## src/rtl/mult_seq_if.sv

```systemverilog
// -----------------------------------------------------------------------------
// mult_seq_if
//   Bundles the signals of the sequential multiplier: the multiply request and
//   response, the datapath's ALU request, and the connection to the shared ALU.
//
//   Signals
//     start, opA, opB        multiply request (requester -> sequencer)
//     busy, done             sequencer status; done is a one-cycle pulse
//     result, ovf            low word of the product and its overflow flag
//     dp_op, dp_a, dp_b      datapath ALU request (requester -> sequencer)
//     dp_stall               datapath must hold its request while high
//     alu_op, alu_a, alu_b   drive the shared ALU (sequencer -> ALU)
//     alu_out                shared ALU result (ALU -> sequencer)
//
//   Modports
//     slave   the multiplier sequencer
//     master  the surrounding environment (requester, datapath and ALU)
// -----------------------------------------------------------------------------
interface mult_seq_if #(
   parameter int unsigned WORD_W = 32
);
   logic              start;
   logic [WORD_W-1:0] opA;
   logic [WORD_W-1:0] opB;
   logic              busy;
   logic              done;
   logic [WORD_W-1:0] result;
   logic              ovf;

   logic [3:0]        dp_op;
   logic [WORD_W-1:0] dp_a;
   logic [WORD_W-1:0] dp_b;
   logic              dp_stall;

   logic [3:0]        alu_op;
   logic [WORD_W-1:0] alu_a;
   logic [WORD_W-1:0] alu_b;
   logic [WORD_W-1:0] alu_out;

   modport slave (
      input  start, opA, opB, dp_op, dp_a, dp_b, alu_out,
      output busy, done, result, ovf, dp_stall, alu_op, alu_a, alu_b
   );

   modport master (
      output start, opA, opB, dp_op, dp_a, dp_b, alu_out,
      input  busy, done, result, ovf, dp_stall, alu_op, alu_a, alu_b
   );
endinterface

```

## src/rtl/mult_seq.sv

```systemverilog
// -----------------------------------------------------------------------------
// mult_seq
//   Unsigned shift-and-add multiplier that borrows a shared ALU. While idle the
//   ALU is passed straight through to the datapath; once a multiply is accepted
//   the sequencer owns the ALU until it returns to idle, and dp_stall tells the
//   datapath to hold its request.
//
//   Registers: M (multiplicand, shifted left), Q (multiplier, shifted right),
//   P (partial product). Each set bit of Q costs an ADD cycle, every bit up to
//   the highest set bit costs an EVAL and a SHIFT cycle.
//
//   Ports
//     CLK    clock, rising edge
//     nRST   asynchronous active-low reset
//     bus    mult_seq_if.slave: multiply request/response, datapath ALU
//            request and shared ALU connection
//
//   Only WORD_W = 32 is supported (shift amount and ALU opcodes assume it).
// -----------------------------------------------------------------------------
module mult_seq #(
   parameter int unsigned WORD_W = 32
) (
   input logic        CLK,
   input logic        nRST,
   mult_seq_if.slave  bus
);

   localparam logic [3:0] AluSll = 4'b0000;
   localparam logic [3:0] AluAdd = 4'b0010;

   typedef enum logic [2:0] {
      StIdle,
      StEval,
      StAdd,
      StShift,
      StDone
   } state_e;

   state_e            state_q, state_d;
   logic [WORD_W-1:0] m_q, m_d;
   logic [WORD_W-1:0] q_q, q_d;
   logic [WORD_W-1:0] p_q, p_d;
   logic [WORD_W-1:0] result_q, result_d;
   logic              ovf_q, ovf_d;
   logic [WORD_W-1:0] q_shr;

   assign q_shr = q_q >> 1;

   // ---------------------------------------------------------------------------
   // State registers
   // ---------------------------------------------------------------------------
   always_ff @(posedge CLK or negedge nRST) begin
      if (!nRST) begin
         state_q  <= StIdle;
         m_q      <= '0;
         q_q      <= '0;
         p_q      <= '0;
         result_q <= '0;
         ovf_q    <= 1'b0;
      end else begin
         state_q  <= state_d;
         m_q      <= m_d;
         q_q      <= q_d;
         p_q      <= p_d;
         result_q <= result_d;
         ovf_q    <= ovf_d;
      end
   end

   // ---------------------------------------------------------------------------
   // ALU ownership. Kept apart from the next-state logic so the path
   // alu_a -> ALU -> alu_out never closes a loop through one process.
   // ---------------------------------------------------------------------------
   always_comb begin
      bus.alu_op = AluAdd;
      bus.alu_a  = '0;
      bus.alu_b  = '0;
      unique case (state_q)
         StIdle: begin
            bus.alu_op = bus.dp_op;
            bus.alu_a  = bus.dp_a;
            bus.alu_b  = bus.dp_b;
         end
         StAdd: begin
            bus.alu_op = AluAdd;
            bus.alu_a  = p_q;
            bus.alu_b  = m_q;
         end
         StShift: begin
            bus.alu_op = AluSll;
            bus.alu_a  = m_q;
            bus.alu_b  = {{(WORD_W-1){1'b0}}, 1'b1};
         end
         default: begin
            // EVAL and DONE: ALU held at a harmless ADD 0,0
            bus.alu_op = AluAdd;
            bus.alu_a  = '0;
            bus.alu_b  = '0;
         end
      endcase
   end

   // ---------------------------------------------------------------------------
   // Next-state logic
   // ---------------------------------------------------------------------------
   always_comb begin
      state_d  = state_q;
      m_d      = m_q;
      q_d      = q_q;
      p_d      = p_q;
      result_d = result_q;
      ovf_d    = ovf_q;
      unique case (state_q)
         StIdle: begin
            if (bus.start) begin
               m_d     = bus.opA;
               q_d     = bus.opB;
               p_d     = '0;
               ovf_d   = 1'b0;
               state_d = StEval;
            end
         end
         StEval: begin
            if (q_q == '0) begin
               // Load result on entry to DONE so it is valid alongside done
               result_d = p_q;
               state_d  = StDone;
            end else if (q_q[0]) begin
               state_d = StAdd;
            end else begin
               state_d = StShift;
            end
         end
         StAdd: begin
            p_d = bus.alu_out;
            // Unsigned wrap of the partial sum means a carry out of bit 31
            ovf_d   = ovf_q | (bus.alu_out < p_q);
            state_d = StShift;
         end
         StShift: begin
            m_d = bus.alu_out;
            q_d = q_shr;
            // Losing M[31] only matters if a later multiplier bit would add it
            ovf_d   = ovf_q | (m_q[WORD_W-1] & (q_shr != '0));
            state_d = StEval;
         end
         StDone: begin
            state_d = StIdle;
         end
         default: begin
            state_d = StIdle;
         end
      endcase
   end

   // ---------------------------------------------------------------------------
   // Outputs
   // ---------------------------------------------------------------------------
   assign bus.busy     = (state_q != StIdle);
   assign bus.dp_stall = (state_q != StIdle);
   assign bus.done     = (state_q == StDone);
   assign bus.result   = result_q;
   assign bus.ovf      = ovf_q;

endmodule

```

## src/flat_wrapper.sv

```systemverilog
// flat-port wrapper written by rule: the top's interface ports become plain ports
module mult_seq_flat 
#(
   parameter int unsigned WORD_W = 32
)
  (CLK, nRST, bus_start, bus_opA, bus_opB, bus_dp_op, bus_dp_a, bus_dp_b, bus_alu_out, bus_busy, bus_done, bus_result, bus_ovf, bus_dp_stall, bus_alu_op, bus_alu_a, bus_alu_b);
  mult_seq_if #(.WORD_W(WORD_W)) bus_i ();
  input logic CLK;
  input logic nRST;
  input wire logic [$bits(bus_i.start)-1:0] bus_start;
  input wire logic [$bits(bus_i.opA)-1:0] bus_opA;
  input wire logic [$bits(bus_i.opB)-1:0] bus_opB;
  input wire logic [$bits(bus_i.dp_op)-1:0] bus_dp_op;
  input wire logic [$bits(bus_i.dp_a)-1:0] bus_dp_a;
  input wire logic [$bits(bus_i.dp_b)-1:0] bus_dp_b;
  input wire logic [$bits(bus_i.alu_out)-1:0] bus_alu_out;
  output wire logic [$bits(bus_i.busy)-1:0] bus_busy;
  output wire logic [$bits(bus_i.done)-1:0] bus_done;
  output wire logic [$bits(bus_i.result)-1:0] bus_result;
  output wire logic [$bits(bus_i.ovf)-1:0] bus_ovf;
  output wire logic [$bits(bus_i.dp_stall)-1:0] bus_dp_stall;
  output wire logic [$bits(bus_i.alu_op)-1:0] bus_alu_op;
  output wire logic [$bits(bus_i.alu_a)-1:0] bus_alu_a;
  output wire logic [$bits(bus_i.alu_b)-1:0] bus_alu_b;
  assign bus_i.start = bus_start;
  assign bus_i.opA = bus_opA;
  assign bus_i.opB = bus_opB;
  assign bus_i.dp_op = bus_dp_op;
  assign bus_i.dp_a = bus_dp_a;
  assign bus_i.dp_b = bus_dp_b;
  assign bus_i.alu_out = bus_alu_out;
  assign bus_busy = bus_i.busy;
  assign bus_done = bus_i.done;
  assign bus_result = bus_i.result;
  assign bus_ovf = bus_i.ovf;
  assign bus_dp_stall = bus_i.dp_stall;
  assign bus_alu_op = bus_i.alu_op;
  assign bus_alu_a = bus_i.alu_a;
  assign bus_alu_b = bus_i.alu_b;
  mult_seq #(.WORD_W(WORD_W)) u_core (.CLK(CLK), .nRST(nRST), .bus(bus_i));
endmodule
```

## config.mk

```make
export PLATFORM = sky130hd
export DESIGN_NAME = mult_seq_flat
export DESIGN_NICKNAME = d
export VERILOG_FILES = /design/src/rtl/mult_seq_if.sv /design/src/rtl/mult_seq.sv /design/src/flat_wrapper.sv
export SDC_FILE = /design/constraint.sdc
export NUM_CORES = 1
export LEC_CHECK = 0
export ABC_CLOCK_PERIOD_IN_PS = 4100
export CORE_MARGIN = 10
export CORE_UTILIZATION = 49
export DETAILED_ROUTE_END_ITERATION = 10
export PLACE_DENSITY = 0.87
export SLEW_MARGIN = 15
export SYNTH_ARGS = -nofsm -noshare
export SYNTH_HDL_FRONTEND = slang
export SYNTH_SLANG_ARGS = --single-unit
```

## constraint.sdc

```tcl
create_clock -name CLK -period 4.1 [get_ports CLK]
set_input_delay 0.41 -clock CLK [delete_from_list [all_inputs] [get_ports CLK]]
set_output_delay 0.41 -clock CLK [all_outputs]
set_load 0.02 [all_outputs]
```

==> out/results.ini <==
[run_status]
status = complete, no violations

[place]
io_buffer_count = 270
globalplace.congestion = 0.933
dp_hpwl_mm = 19.3

[die]
row_count = 44
start_util_pct = 50.4
design.core.area_sq_mm = 0.0147
die_x_microns = 143
dieArea_sq_mm = 0.0204
die_y_microns = 143
ios = 271

[routing]
firstDrtPassIters = 7
wl_per_cell_microns = 20.5
drt-initial-drc-count = 552
vias = 7377
final_antenna_net_count = 0
vias_per_cell = 5.74
route.detailed.drc = 0
routed_wl_mm = 26.3

[yosys]
synth_area_leader_cell = dfrtp_1
synth_area_sq_mm = 0.00741
yosysMostFrequentCell = nand2_1
synthesis.nets = 1045
synth_top_cells_by_count = nand2_1, nor2_1, dfrtp_1
synth.area.top_cells = dfrtp_1, nand2_1, nor2_1
yosysSeqAreaShare_pct = 44.6
synthFlopType = dfrtp_1
synth.distinct_cells = 40
synth_warnings = 0
netlist.area_leader.share_pct = 44.6
ys_seq_elements = 132
syn_inst = 847
syn_avg_cell_area_sq_um = 8.75
async_flop_share_pct = 100
synth-edff-count = 0

[global_routing]
grt_pass1_vias = 7520
grt_max_degree = 105
overflow = 0
grt_use_total_pct = 25.0
antenna_found_initial = 0
grt_first_pass_wirelength_mm = 40.3

[critical_path]
cp_data_required_time_ns = 3.69
worstPathMaxFanout = 26
crit_path_end_kind = output pin
critPathArrivalTime_ns = 3.12
slowest_delay_ns = 0.72
cp_slowest_cell = dfrtp_2
crit_type = reg2out
cp-start-kind = flop
crit_chain = and2_1, buf_4, a21oi_1, nor2_1, clkdlybuf4s50_1

[clock_tree]
clk_pin_slew_worst_paths_ns = 0.05
clockBufferDepth = 2
h-tree-depth = 4
cts_setup_buffers = 0
clock_latency_ns = 0.42
cts_tree = built
cts_num_sinks = 132
cts_buffers = 17
cts_root_buf = clkbuf_16
holdBufCountCts = 0
cts-resized-gates = 0

[layout]
final_nets = 1286
multi_input_area_sq_mm = 0.00373
antenna_cells = 0
drive_gt1_share_pct = 7.36
nFillCells = 1068
syn_to_final_growth_pct = 45.8
ff_latch_area_sq_mm = 0.00331

[sta]
finalSetupViolations = 0
fmax_mhz = 283
whs_ns = 0.117
rsz0062_at_grt = false
drv_slew = 0
tns_ns = 0
finClkSkew_ns = 0.00642
fin_crit_ns = 3.53
worst-slew-pin-transition_ns = 0.953
hold_viol = 0
maxSlewHeadroom_pct = 36.4
layout_worst_path_cycle_share_pct = 86.1

[power_and_ir_drop]
power.total_mw = 3.27
ir_worst_vdd_mv = 0.299
power.leakage_nw = 5.19
seqPwrFrac_pct = 41.9
p_comb_share_pct = 14.3
internal_power_mw = 2.50
powerDensity_mw_per_mm2 = 303
p_clk_share_pct = 43.8
swShare_pct = 23.5
power.switching_mw = 0.767

[run]
timing.max_cap.violations = 0

[worst_hold_path]
hp-class = in2async

[worst max-delay path, delay by kind of cell (launching register included)]
family                 cells  cell delay, ns
and+or+nand+nor            2            0.80
DFF                        1            0.72
AOI/OAI and AO/OA          1            0.13
buffers and inverters      2            1.04
[stage by stage]
stage,setup slack [ns],util [%],instances,area [sq um]
6_report,0.569,73.5,1285,10800
5_1_grt,0.466,73.5,1285,10800
4_1_cts,0.578,73.5,1285,10800
3_5_place_dp,1.03,69.7,1253,10200
3_3_place_gp,1.08,69.7,1253,10200
2_1_floorplan,1.74,-,847,7410
[final timing paths]
kind	endpoint	slack [ns]	startpoint	cells past startpoint
min in group CLK	u_core.bus.result[2]	0.48	u_core.bus.result[2]	1
min reg2reg	u_core.bus.result[2]	0.48	u_core.bus.result[2]	1
min	u_core.m_q[16]	0.12	nRST	1
max in group asynchronous	u_core.q_q[16]	3.02	nRST	2
max reg2reg	u_core.m_q[15]	0.97	u_core.state_q[0]	6
max	bus_alu_a[3]	0.57	u_core.state_q[0]	5
[cells in the final DEF, fill, tap and decap left out, types with 4 or more instances in the layout]
| cell | synthesis | layout |
|---|---|---|
| and2_1 | 6 | 5 |
| buf_4 | 1 | 14 |
| ha_1 | 31 | 31 |
| a31oi_1 | 56 | 56 |
| a22o_1 | 31 | 31 |
| inv_1 | 35 | 35 |
| mux2_2 | 28 | 28 |
| clkbuf_8 | 0 | 4 |
| o21ai_0 | 8 | 8 |
| mux2_1 | 4 | 4 |
| dfrtp_1 | 132 | 129 |
| nor4_1 | 7 | 7 |
| clkdlybuf4s50_1 | 0 | 269 |
| a21oi_1 | 44 | 44 |
| a21o_1 | 5 | 5 |
| mux2i_1 | 32 | 32 |
| nand2_1 | 157 | 156 |
| clkbuf_16 | 0 | 17 |
| nor2_1 | 140 | 139 |
| o22ai_1 | 8 | 8 |
| o31ai_1 | 31 | 31 |
| clkbuf_1 | 49 | 7 |
[cell type report]
| class | count | area share [%] |
|---|---|---|
| Sequential cell | 132 | 30.6 |
| Clock inverter | 4 | 0.417 |
| Clock buffer | 28 | 4.69 |
| Inverter | 35 | 1.22 |
| Tap cell | 184 | 2.13 |
| Multi-Input combinational cell | 616 | 34.5 |
| Timing Repair Buffer | 286 | 26.4 |
[state kept, by name (all words and copies together), names as in the netlist]
name,flops
u_core.p_q,32
u_core.m_q,32
u_core.bus.ovf,1
u_core.bus.result,32
u_core.q_q,32
u_core.state_q,3
[layer usage]
metal,vias to the layer above,global-route usage (%),routed length (microns)
met1,3540,29.9,10500
met3,45,7.73,2620
met2,363,41.7,12600
li1,3429,-,-
met5,-,0,0
met4,0,8.90,605
[power groups by stage]
| stage | sequential (mW) | combinational [mW] | clock [mW] |
|---|---|---|---|
| final | 1.37 | 0.468 | 1.43 |
| after CTS | 1.37 | 0.471 | 1.44 |
| after global placement | 1.39 | 0.457 | 0 |
| after global routing | 1.37 | 0.509 | 1.50 |
| after floorplan | 1.38 | 0.172 | 0 |
| after detailed placement | 1.39 | 0.467 | 0 |
[cells by family (layout without fill, tap and decap cells)]
kind of cell,after synthesis,count (layout),share of synthesized area (%)
AND/OR/NAND/NOR,327,327,18.1
AO/OA/AOI/OAI,194,194,17.4
flip-flops,132,132,44.6
buffers and inverters,99,353,5.41
multiplexers,64,64,9.19
adder cells (fa/ha/maj),31,31,5.24
Note: power is estimated with default switching activity, not from simulation.
